$ cat config.mk
export PLATFORM = sky130hd
export DESIGN_NAME = sh7034_intc
export DESIGN_NICKNAME = d
export VERILOG_FILES = /design/src/rtl/sh7034_intc_pkg.sv /design/src/rtl/sh7034_intc_arb.sv /design/src/rtl/sh7034_intc.sv
export SDC_FILE = /design/constraint.sdc
export NUM_CORES = 1
export LEC_CHECK = 0
export ABC_AREA = 0
export BUFFER_PORTS_ARGS = -buffer_cell sky130_fd_sc_hd__buf_2
export CORE_MARGIN = 3
export CORE_UTILIZATION = 50
export CTS_BUF_LIST = sky130_fd_sc_hd__clkbuf_2 sky130_fd_sc_hd__clkbuf_4 sky130_fd_sc_hd__clkbuf_8
export DETAILED_ROUTE_END_ITERATION = 10
export PLACE_DENSITY = 0.79
export SYNTH_ARGS = -nofsm -noshare
export SYNTH_HDL_FRONTEND = slang
export SYNTH_SLANG_ARGS = --single-unit
$ cat constraint.sdc
create_clock -name CLK -period 29.1 [get_ports CLK]
set_input_delay 1.455 -clock CLK [delete_from_list [all_inputs] [get_ports CLK]]
set_output_delay 1.455 -clock CLK [all_outputs]
set_load 0.02 [all_outputs]
$ cat src/rtl/sh7034_intc_pkg.sv
// sh7034_intc_pkg: register layouts, init/write masks, vector numbers and the
// arbiter source record shared by the interrupt controller files.
package sh7034_intc_pkg;

  typedef struct packed {
    logic [3:0] irq0;
    logic [3:0] irq1;
    logic [3:0] irq2;
    logic [3:0] irq3;
  } ipra_t;

  typedef struct packed {
    logic [7:0] rsv;
    logic [3:0] sci0;
    logic [3:0] sci1;
  } iprd_t;

  typedef struct packed {
    logic       nmil;
    logic [5:0] rsv0;
    logic       nmie;
    logic [3:0] irqs;
    logic [3:0] rsv1;
  } icr_t;

  typedef struct packed {
    logic [3:0] lvl;
    logic [7:0] vec;
    logic       vld;
  } src_t;

  localparam int NSRC = 13;

  localparam ipra_t IPRA_INIT = '0;
  localparam iprd_t IPRD_INIT = '0;
  localparam icr_t  ICR_INIT  = '0;

  localparam logic [15:0] IPRA_WMASK = 16'hFFFF;
  localparam logic [15:0] IPRD_WMASK = 16'h00FF;
  localparam logic [15:0] ICR_WMASK  = 16'h01F0;

  localparam logic [23:0] REG_WIN = 24'h5FFFF8;

  localparam logic [7:0] VEC_NMI      = 8'd11;
  localparam logic [7:0] VEC_IRQ0     = 8'd64;
  localparam logic [7:0] VEC_SCI0_ERI = 8'd100;
  localparam logic [7:0] VEC_SCI1_ERI = 8'd104;

  function automatic logic [15:0] wr16(input logic [15:0] old, input logic [15:0] d,
                                       input logic [1:0] be, input logic [15:0] m);
    logic [15:0] k;
    k = {{8{be[1]}}, {8{be[0]}}} & m;
    return (old & ~k) | (d & k);
  endfunction

endpackage

$ cat src/rtl/sh7034_intc_arb.sv
// sh7034_intc_arb: highest-level wins; on equal level the lowest source index wins.
module sh7034_intc_arb
  import sh7034_intc_pkg::*;
(
  input  src_t [NSRC-1:0] src,
  output logic [3:0]      lvl,
  output logic [7:0]      vec
);

  always_comb begin
    lvl = '0;
    vec = '0;
    for (int i = 0; i < NSRC; i++)
      if (src[i].vld && src[i].lvl > lvl) begin
        lvl = src[i].lvl;
        vec = src[i].vec;
      end
  end

endmodule

$ cat src/rtl/sh7034_intc.sv
// sh7034_intc: SH7034 interrupt controller (NMI, IRQ0-3, SCI0/SCI1) with IPRA/IPRD/ICR.
// Optional SH7034_INTC_IRQOUT_EN adds SR_IMASK input and IRQOUT_N output.
module sh7034_intc
  import sh7034_intc_pkg::*;
#(
  parameter int NUM_IRQ = 4
) (
  input  logic               CLK,
  input  logic               RST_N,
  input  logic               CE_R,
  input  logic               CE_F,
  input  logic               RES_N,
  input  logic               NMI,
  input  logic [NUM_IRQ-1:0] IRQ_N,
  input  logic [3:0]         SCI0_IRQ,
  input  logic [3:0]         SCI1_IRQ,
  input  logic [27:0]        IBUS_A,
  input  logic [31:0]        IBUS_DI,
  output logic [31:0]        IBUS_DO,
  input  logic [3:0]         IBUS_BA,
  input  logic               IBUS_WE,
  input  logic               IBUS_REQ,
  output logic               IBUS_BUSY,
  output logic               IBUS_ACT,
  output logic [3:0]         INT_LVL,
  output logic [7:0]         INT_VEC,
  output logic               INT_REQ,
  input  logic               INT_ACK
`ifdef SH7034_INTC_IRQOUT_EN
  ,
  input  logic [3:0]         SR_IMASK,
  output logic               IRQOUT_N
`endif
);

  ipra_t ipra;
  iprd_t iprd;
  icr_t icr;
  logic nmi_s1, nmi_s, nmi_d, nmi_lat, nmi_edge, ack, ack_nmi, icr_clr;
  logic reg_sel, sel_ipra, sel_iprd, sel_icr, wr;
  logic [3:0] irq_pin, irq_s1, irq_s, irq_d, irq_lat, irq_set, irq_req, ack_irq, mode;
  logic [3:0][3:0] pri;
  logic [15:0] rd_h;
  logic [31:0] rd_q;
  logic [3:0] arb_lvl;
  logic [7:0] arb_vec;
  src_t [NSRC-1:0] src;
  logic unused_ok;

  assign unused_ok = ^IBUS_A[1:0];

  always_comb begin
    irq_pin = '1;
    irq_pin[NUM_IRQ-1:0] = IRQ_N;
  end

  assign reg_sel  = IBUS_REQ && IBUS_A[27:4] == REG_WIN;
  assign sel_ipra = reg_sel && IBUS_A[3:2] == 2'd1;
  assign sel_iprd = reg_sel && IBUS_A[3:2] == 2'd2;
  assign sel_icr  = reg_sel && IBUS_A[3:2] == 2'd3;
  assign wr       = IBUS_WE;
  assign icr_clr  = wr && sel_icr && IBUS_BA[0];
  assign rd_h     = sel_ipra ? ipra : sel_iprd ? iprd : sel_icr ? {nmi_s, icr[14:0]} : 16'h0;

  assign IBUS_DO   = reg_sel ? rd_q : '0;
  assign IBUS_ACT  = reg_sel;
  assign IBUS_BUSY = 1'b0;

  assign mode     = {icr.irqs[0], icr.irqs[1], icr.irqs[2], icr.irqs[3]};
  assign pri      = {ipra.irq3, ipra.irq2, ipra.irq1, ipra.irq0};
  assign nmi_edge = icr.nmie ? (nmi_s & ~nmi_d) : (~nmi_s & nmi_d);
  assign irq_set  = mode & ~irq_s & irq_d;
  assign irq_req  = (mode & irq_lat) | (~mode & ~irq_s);
  assign ack      = INT_ACK && INT_REQ;
  assign ack_nmi  = ack && INT_VEC == VEC_NMI;

  assign src[0] = {4'hF, VEC_NMI, nmi_lat};
  for (genvar g = 0; g < 4; g++) begin : g_src
    assign ack_irq[g] = ack && INT_VEC == VEC_IRQ0 + 8'(g);
    assign src[1+g] = {pri[g], VEC_IRQ0 + 8'(g), irq_req[g]};
    assign src[5+g] = {iprd.sci0, VEC_SCI0_ERI + 8'(g), SCI0_IRQ[g]};
    assign src[9+g] = {iprd.sci1, VEC_SCI1_ERI + 8'(g), SCI1_IRQ[g]};
  end

  sh7034_intc_arb u_arb (.src(src), .lvl(arb_lvl), .vec(arb_vec));

  always_ff @(posedge CLK or negedge RST_N)
    if (!RST_N) begin
      nmi_s1 <= 1'b0;
      nmi_s  <= 1'b0;
      nmi_d  <= 1'b0;
      irq_s1 <= '1;
      irq_s  <= '1;
      irq_d  <= '1;
    end else if (CE_R) begin
      nmi_s1 <= NMI;
      nmi_s  <= nmi_s1;
      nmi_d  <= nmi_s;
      irq_s1 <= irq_pin;
      irq_s  <= irq_s1;
      irq_d  <= irq_s;
    end

  // Set terms are OR-ed last so a new edge survives a same-cycle ack or ICR write.
  always_ff @(posedge CLK or negedge RST_N)
    if (!RST_N) begin
      ipra    <= IPRA_INIT;
      iprd    <= IPRD_INIT;
      icr     <= ICR_INIT;
      nmi_lat <= 1'b0;
      irq_lat <= '0;
      INT_LVL <= '0;
      INT_VEC <= '0;
      INT_REQ <= 1'b0;
    end else if (CE_R) begin
      if (!RES_N) begin
        ipra    <= IPRA_INIT;
        iprd    <= IPRD_INIT;
        icr     <= ICR_INIT;
        nmi_lat <= 1'b0;
        irq_lat <= '0;
        INT_LVL <= '0;
        INT_VEC <= '0;
        INT_REQ <= 1'b0;
      end else begin
        if (wr && sel_ipra) ipra <= wr16(ipra, IBUS_DI[31:16], IBUS_BA[3:2], IPRA_WMASK);
        if (wr && sel_iprd) iprd <= wr16(iprd, IBUS_DI[15:0], IBUS_BA[1:0], IPRD_WMASK);
        if (wr && sel_icr) icr <= wr16(icr, IBUS_DI[15:0], IBUS_BA[1:0], ICR_WMASK);
        nmi_lat <= (nmi_lat & ~ack_nmi) | nmi_edge;
        irq_lat <= (irq_lat & ~ack_irq & ~{4{icr_clr}}) | irq_set;
        INT_LVL <= arb_lvl;
        INT_VEC <= arb_vec;
        INT_REQ <= arb_lvl != 4'd0;
      end
    end

  always_ff @(posedge CLK or negedge RST_N)
    if (!RST_N) rd_q <= '0;
    else if (CE_F) rd_q <= {rd_h, rd_h};

`ifdef SH7034_INTC_IRQOUT_EN
  always_ff @(posedge CLK or negedge RST_N)
    if (!RST_N) IRQOUT_N <= 1'b1;
    else if (CE_R) IRQOUT_N <= !(RES_N && arb_lvl > SR_IMASK);
`endif

endmodule

==> results.cfg, run 1 <==
[outcome]
status = finished clean

[yosys]
ys_ff_latch = 76
syn_inst = 678
ys.flop_type = dfrtp_1
avgSynthCellArea_um2 = 8.86
syn_area_mm2 = 0.00601
yosys_warnings = 0
yosysSeqAreaShare = 0.319
postSynth.asyncResetShare = 1.00
synth_cell_types = 76
synth_edf_count = 0

[global_route]
grt_pass1_vias = 5459
grt_pass1_wl_um = 26300
grt_max_degree = 77
antenna_found_initial = 0
grt-ovfl-total = 0
grt_usage = 0.247

[place]
globalplace.congestion = 0.908
dpl.hpwl_um = 12900
placed_cells = 899
io_buffers = 119
placed_area_mm2 = 0.00656

[critical_path]
crit_path_top_delay_cell = mux2i_1
end_kind = flop
startpoint_type = flop
crit_required_ns = 29.39
critPathMaxStageDelay_ns = 0.73
cp_max_fo = 12
worstPathArrival_ns = 23.46
cpMostUsedCell = ha_1
criticalPathCategory = flop to flop

[timing]
skew_ns = 0.0113
hold_viol = 0
tns_ns = 0
post-route-period-util = 0.796
rsz0062_at_grt = no
clock.fmax_mhz = 43.2
setup_viol = 0
slew_violations = 0
tightestPinTransition_ns = 0.932
slew_headroom = 0.378
min_period_ns = 23.17

[cells_and_area]
antenna_cells = 0
final.fill_count = 1025
syn_to_final_growth_pct = 12.6
drive_gt1_frac = 0.266
final_cells = 915
nets = 890
final_area_mm2 = 0.00677

[cts]
clk_pin_slew_worst_paths_ns = 0.08
cts_resized = 0
holdBufCountCts = 0
cts_htree_levels = 3
worstSkewPairLatency_ns = 0.35
cts.sinks = 76
clockBufferDepth = 2
clockRootBuffer = clkbuf_8
cts_tree = built
numCtsBuffers = 9
cts_setup_buffers = 0

[route]
routed_via_density = 6.13
drtIter0Drc = 461
ant_nets = 0
wirelength_um = 16400
post_drt_wl_per_cell_um = 17.9
vias = 5610
first_pass_iters = 5
drc_errors = 0

[die]
core_mm2 = 0.0116
rows = 39
fp.dieW_um = 116
dieArea_mm2 = 0.0134
io_pins = 132
die_h_um = 116
start_util = 0.519

[power]
vdd_drop_max_mv = 0.215
cellPowerDensity_mw_per_mm2 = 138
p_leak_nw = 3.16

[hold_path]
min_path_type = flop to flop

[run]
drv_cap = 0
## per-stage QoR
step,worst slack [ns],hold slack (ns),total power [mW],util
3_3_place_gp,6.86,0.466,0.811,0.567
3_5_place_dp,6.24,0.475,0.839,0.567
5_1_grt,4.19,0.527,1.01,0.585
6_report,5.93,0.492,0.931,0.585
4_1_cts,6.17,0.497,0.926,0.585
2_1_floorplan,9.61,0.449,0.700,-
## routing by layer
metal	GRT usage	share of wire	vias up
met5	0	0	-
li1	-	-	2660
met1	0.321	0.42	2676
met4	0.0750	0.022	0
met2	0.423	0.48	242
met3	0.0444	0.078	32
## Yosys cell counts, types with 3 or more instances
cell | count | share of area
dfrtp_1 | 64 | 0.27
inv_1 | 52 | 0.032
nand2_1 | 51 | 0.032
o21ai_0 | 47 | 0.039
ha_1 | 38 | 0.079
a22o_1 | 34 | 0.050
mux2_2 | 34 | 0.064
nor2_1 | 33 | 0.021
a21oi_1 | 32 | 0.027
nand3_1 | 26 | 0.022
and2_1 | 22 | 0.023
buf_4 | 20 | 0.025
clkbuf_1 | 20 | 0.012
mux2i_1 | 17 | 0.028
nand4_1 | 13 | 0.014
nor2b_1 | 13 | 0.014
o21ai_1 | 13 | 0.011
dfstp_2 | 12 | 0.052
nor3_1 | 10 | 0.0083
o211ai_1 | 9 | 0.011
o21a_1 | 8 | 0.010
a31oi_1 | 7 | 0.0073
a21o_1 | 6 | 0.0075
a22oi_1 | 6 | 0.0075
and3_1 | 5 | 0.0052
nand2b_1 | 4 | 0.0042
nor4_1 | 4 | 0.0042
o22ai_1 | 4 | 0.0042
o2bb2ai_1 | 4 | 0.0058
a211o_1 | 3 | 0.0044
mux2_1 | 3 | 0.0056
o211a_1 | 3 | 0.0050
## critical path, delay by kind of cell, from the launching register on
kind                     cells  cell delay, ns
AO/OA/AOI/OAI               47           10.44
buffers and inverters        8            0.60
multiplexers                11            4.11
AND/OR/NAND/NOR             26            4.46
adder cells (fa/ha/maj)     12            3.02
flip-flops                   1            0.46
## flip-flops by register name (all words and copies together) (netlist names), 4 cells and up
| register | count |
|---|---|
| irq_d | 4 |
| irq_lat | 4 |
| INT_LVL | 4 |
| ipra | 16 |
| iprd | 8 |
| icr | 5 |
| INT_VEC | 6 |
| irq_s1 | 4 |
| irq_s | 4 |
| rd_q | 16 |
## layout by cell type, fill, tap and decap left out, types with 5 or more instances in the layout
cell and n:
buf_2 118, nor2_1 33, o21a_1 8, o21ai_0 47
a22o_1 34, and2_1 22, a31oi_1 7, nor3_1 10
a22oi_1 6, inv_1 52, o211ai_1 9, a21oi_1 32
nand2_1 51, nor2b_1 13, dfstp_2 12, and3_1 5
nand4_1 13, mux2i_1 17, o21ai_1 13, a21o_1 6
ha_1 38, mux2_2 34, clkbuf_8 11, nand3_1 26
dfrtp_1 64
## path summary, 6_finish.rpt
path | startpoint | endpoint | slack [ns] | cells after the start
min in group asynchronous | RST_N | ipra[1] | 1.22 | 1
worst max register to register | nmi_lat | INT_VEC[2] | 5.93 | 104
max in group asynchronous | RST_N | iprd[4] | 27.25 | 1
worst max-delay path | nmi_lat | INT_VEC[2] | 5.93 | 104
worst min register to register | irq_lat[3] | irq_lat[3] | 0.49 | 2
worst min-delay path | irq_lat[3] | irq_lat[3] | 0.49 | 2
## logic make-up after synthesis
| family | Yosys count | share of synthesized area |
|---|---|---|
| multiplexers | 55 | 0.100 |
| other | 1 | 0.000624 |
| AO/OA/AOI/OAI | 210 | 0.251 |
| flip-flops | 76 | 0.319 |
| buffers and inverters | 98 | 0.0754 |
| XOR/XNOR | 2 | 0.00292 |
| AND/OR/NAND/NOR | 198 | 0.172 |
| adder cells (fa/ha/maj) | 38 | 0.0792 |
## layout make-up
| cell class | count | area, um^2 | share of cell area |
|---|---|---|---|
| Timing Repair Buffer | 120 | 606 | 0.0895 |
| Tap cell | 143 | 179 | 0.0264 |
| Clock buffer | 11 | 151 | 0.0224 |
| Sequential cell | 76 | 1920 | 0.283 |
| Inverter | 54 | 203 | 0.0300 |
| Clock inverter | 5 | 58.8 | 0.00869 |
| Multi-Input combinational cell | 506 | 3650 | 0.540 |
## power breakdown
part / leakage [nW] / internal [mW] / switching, mW
clock network: 0.102 / 0.0444 / 0.0393
registers: 0.987 / 0.120 / 0.0114
logic: 2.07 / 0.300 / 0.416
No activity file was read; power rests on OpenSTA's default activity.
==> run 2, diff against run 1 <==
Settings changed: ABC_AREA 0 to 1, PLACE_DENSITY 0.79 to 0.8.
Clock period 29.1 ns to 23 ns, I/O delays scaled along.
==> results.cfg, run 2 <==
[outcome]
status = finished clean

[yosys]
synth_top_area_frac = 0.271
ys.flop_type = dfrtp_1
synth_common_cells = nand2_1, inv_1, o21ai_0, dfrtp_1, nand3_1
postSynth.asyncResetShare = 1.00
yosysSeqAreaShare = 0.325
synth_cell_types = 40
synthMostInstantiatedCell = nand2_1
synth_area_leaders = dfrtp_1, nand2_1, ha_1, o21ai_0, inv_1
synth_top_area_cell = dfrtp_1
syn_inst = 818
yosys_warnings = 0
synth_edf_count = 0
avgSynthCellArea_um2 = 7.22
syn_area_mm2 = 0.00591
ys_ff_latch = 76

[cts]
holdBufCountCts = 0
cts_setup_buffers = 0
numCtsBuffers = 9
worstSkewPairLatency_ns = 0.37
clockBufferDepth = 2
cts_htree_levels = 3
cts.sinks = 76
cts_resized = 0
clockRootBuffer = clkbuf_8
cts_tree = built
clk_pin_slew_worst_paths_ns = 0.09

[timing]
tns_ns = 0
post-route-period-util = 0.604
hold_viol = 0
setup_viol = 0
clock.fmax_mhz = 72.0
slew_headroom = 0.350
slew_violations = 0
rsz0062_at_grt = no
skew_ns = 0.00901
tightestPinTransition_ns = 0.974
min_period_ns = 13.90

[die]
die_h_um = 115
io_pins = 132
rows = 39
dieArea_mm2 = 0.0132
fp.dieW_um = 115
core_mm2 = 0.0115
start_util = 0.515

[global_route]
grt_usage = 0.228
grt_max_degree = 77
antenna_found_initial = 0
grt_pass1_wl_um = 24200
grt-ovfl-total = 0
grt_pass1_vias = 5028

[critical_path]
crit_path_top_delay_cell = dfrtp_1
critPathMaxStageDelay_ns = 0.46
cp_max_fo = 12
r2r_end = INT_REQ
end_kind = flop
r2r_start = nmi_lat
crit_path_end = INT_REQ
ff2ff_setup_slack_ns = 9.10
worstPathArrival_ns = 14.15
startpoint_type = flop
crit_required_ns = 23.26
worstSetupStartpoint = nmi_lat
criticalPathCategory = flop to flop
cpMostUsedCell = nand2_1
r2r_cells = 93

[hold_path]
min_path_type = flop to flop

[route]
drc_errors = 0
ant_nets = 0
wirelength_um = 14900
drtIter0Drc = 312
vias = 5732
first_pass_iters = 6
routed_via_density = 5.44
post_drt_wl_per_cell_um = 14.1

[cells_and_area]
antenna_cells = 0
layout_common_cells = nand2_1, buf_2, inv_1
final_cells = 1054
drive_gt1_frac = 0.221
nets = 1029
layout_commonest_cell = nand2_1
final_area_mm2 = 0.00660
largestRegisters = ipra: 16 flops, rd_q: 16 flops, iprd: 8 flops
syn_to_final_growth_pct = 11.7

[place]
placed_cells = 1038
dpl.hpwl_um = 11400
globalplace.congestion = 0.875
io_buffers = 119
placed_area_mm2 = 0.00641

[run]
drv_cap = 0
-- run 2: per-stage QoR --
stage	setup WS, ns	utilization	hold WS [ns]
CTS	9.18	0.575	0.468
detailed placement	9.27	0.559	0.454
global route	7.63	0.575	0.486
global placement	9.48	0.559	0.451
finish	9.10	0.575	0.467
floorplan	10.89	-	0.442
-- run 2: worst min path at each step --
stage,start,to,cells after the start
after floorplan,nmi_s1,nmi_s1,2
after global routing,irq_s1[3],irq_s1[3],2
after CTS,irq_s1[3],irq_s1[3],2
after global placement,irq_s1[2],irq_s1[2],2
after detailed placement,irq_s1[3],irq_s1[3],2
final,irq_s1[2],irq_s1[2],2
-- run 2: cell families after synthesis --
logic type	count (synthesis)	synth area share
AOI/OAI and AO/OA	193	0.194
DFF	76	0.325
other	1	0.000635
buffers and inverters	166	0.125
adders and majority gates	38	0.0805
and+or+nand+nor	344	0.276
-- run 2: per-layer routing --
layer	vias up	track usage	share of wire	routed length, um
li1	2900	-	-	-
met1	2610	0.326	0.46	6890
met2	198	0.357	0.45	6660
met3	24	0.0328	0.070	1050
met4	0	0.0704	0.017	256
met5	-	0	0	0
-- run 2: layout make-up --
| class | instances | area [um^2] |
|---|---|---|
| clock buffers | 9 | 124 |
| clock inverters | 7 | 58.8 |
| fillers | 1074 | 4870 |
| inverters | 122 | 459 |
| multi-input cells | 578 | 3260 |
| flip-flops and latches | 76 | 1920 |
| well taps | 143 | 179 |
| repair buffers | 119 | 598 |
-- run 2: critical path: cells and delay by family (launching register included) --
| kind | cells | cell delay, ns |
|---|---|---|
| DFF | 1 | 0.46 |
| AOI/OAI and AO/OA | 24 | 3.54 |
| and+or+nand+nor | 46 | 5.19 |
| adders and majority gates | 12 | 3.84 |
| buffers and inverters | 11 | 0.70 |
Power of run 2 is not shown: default switching activity piles up to over one toggle a cycle in this logic, so the estimate is an artifact.
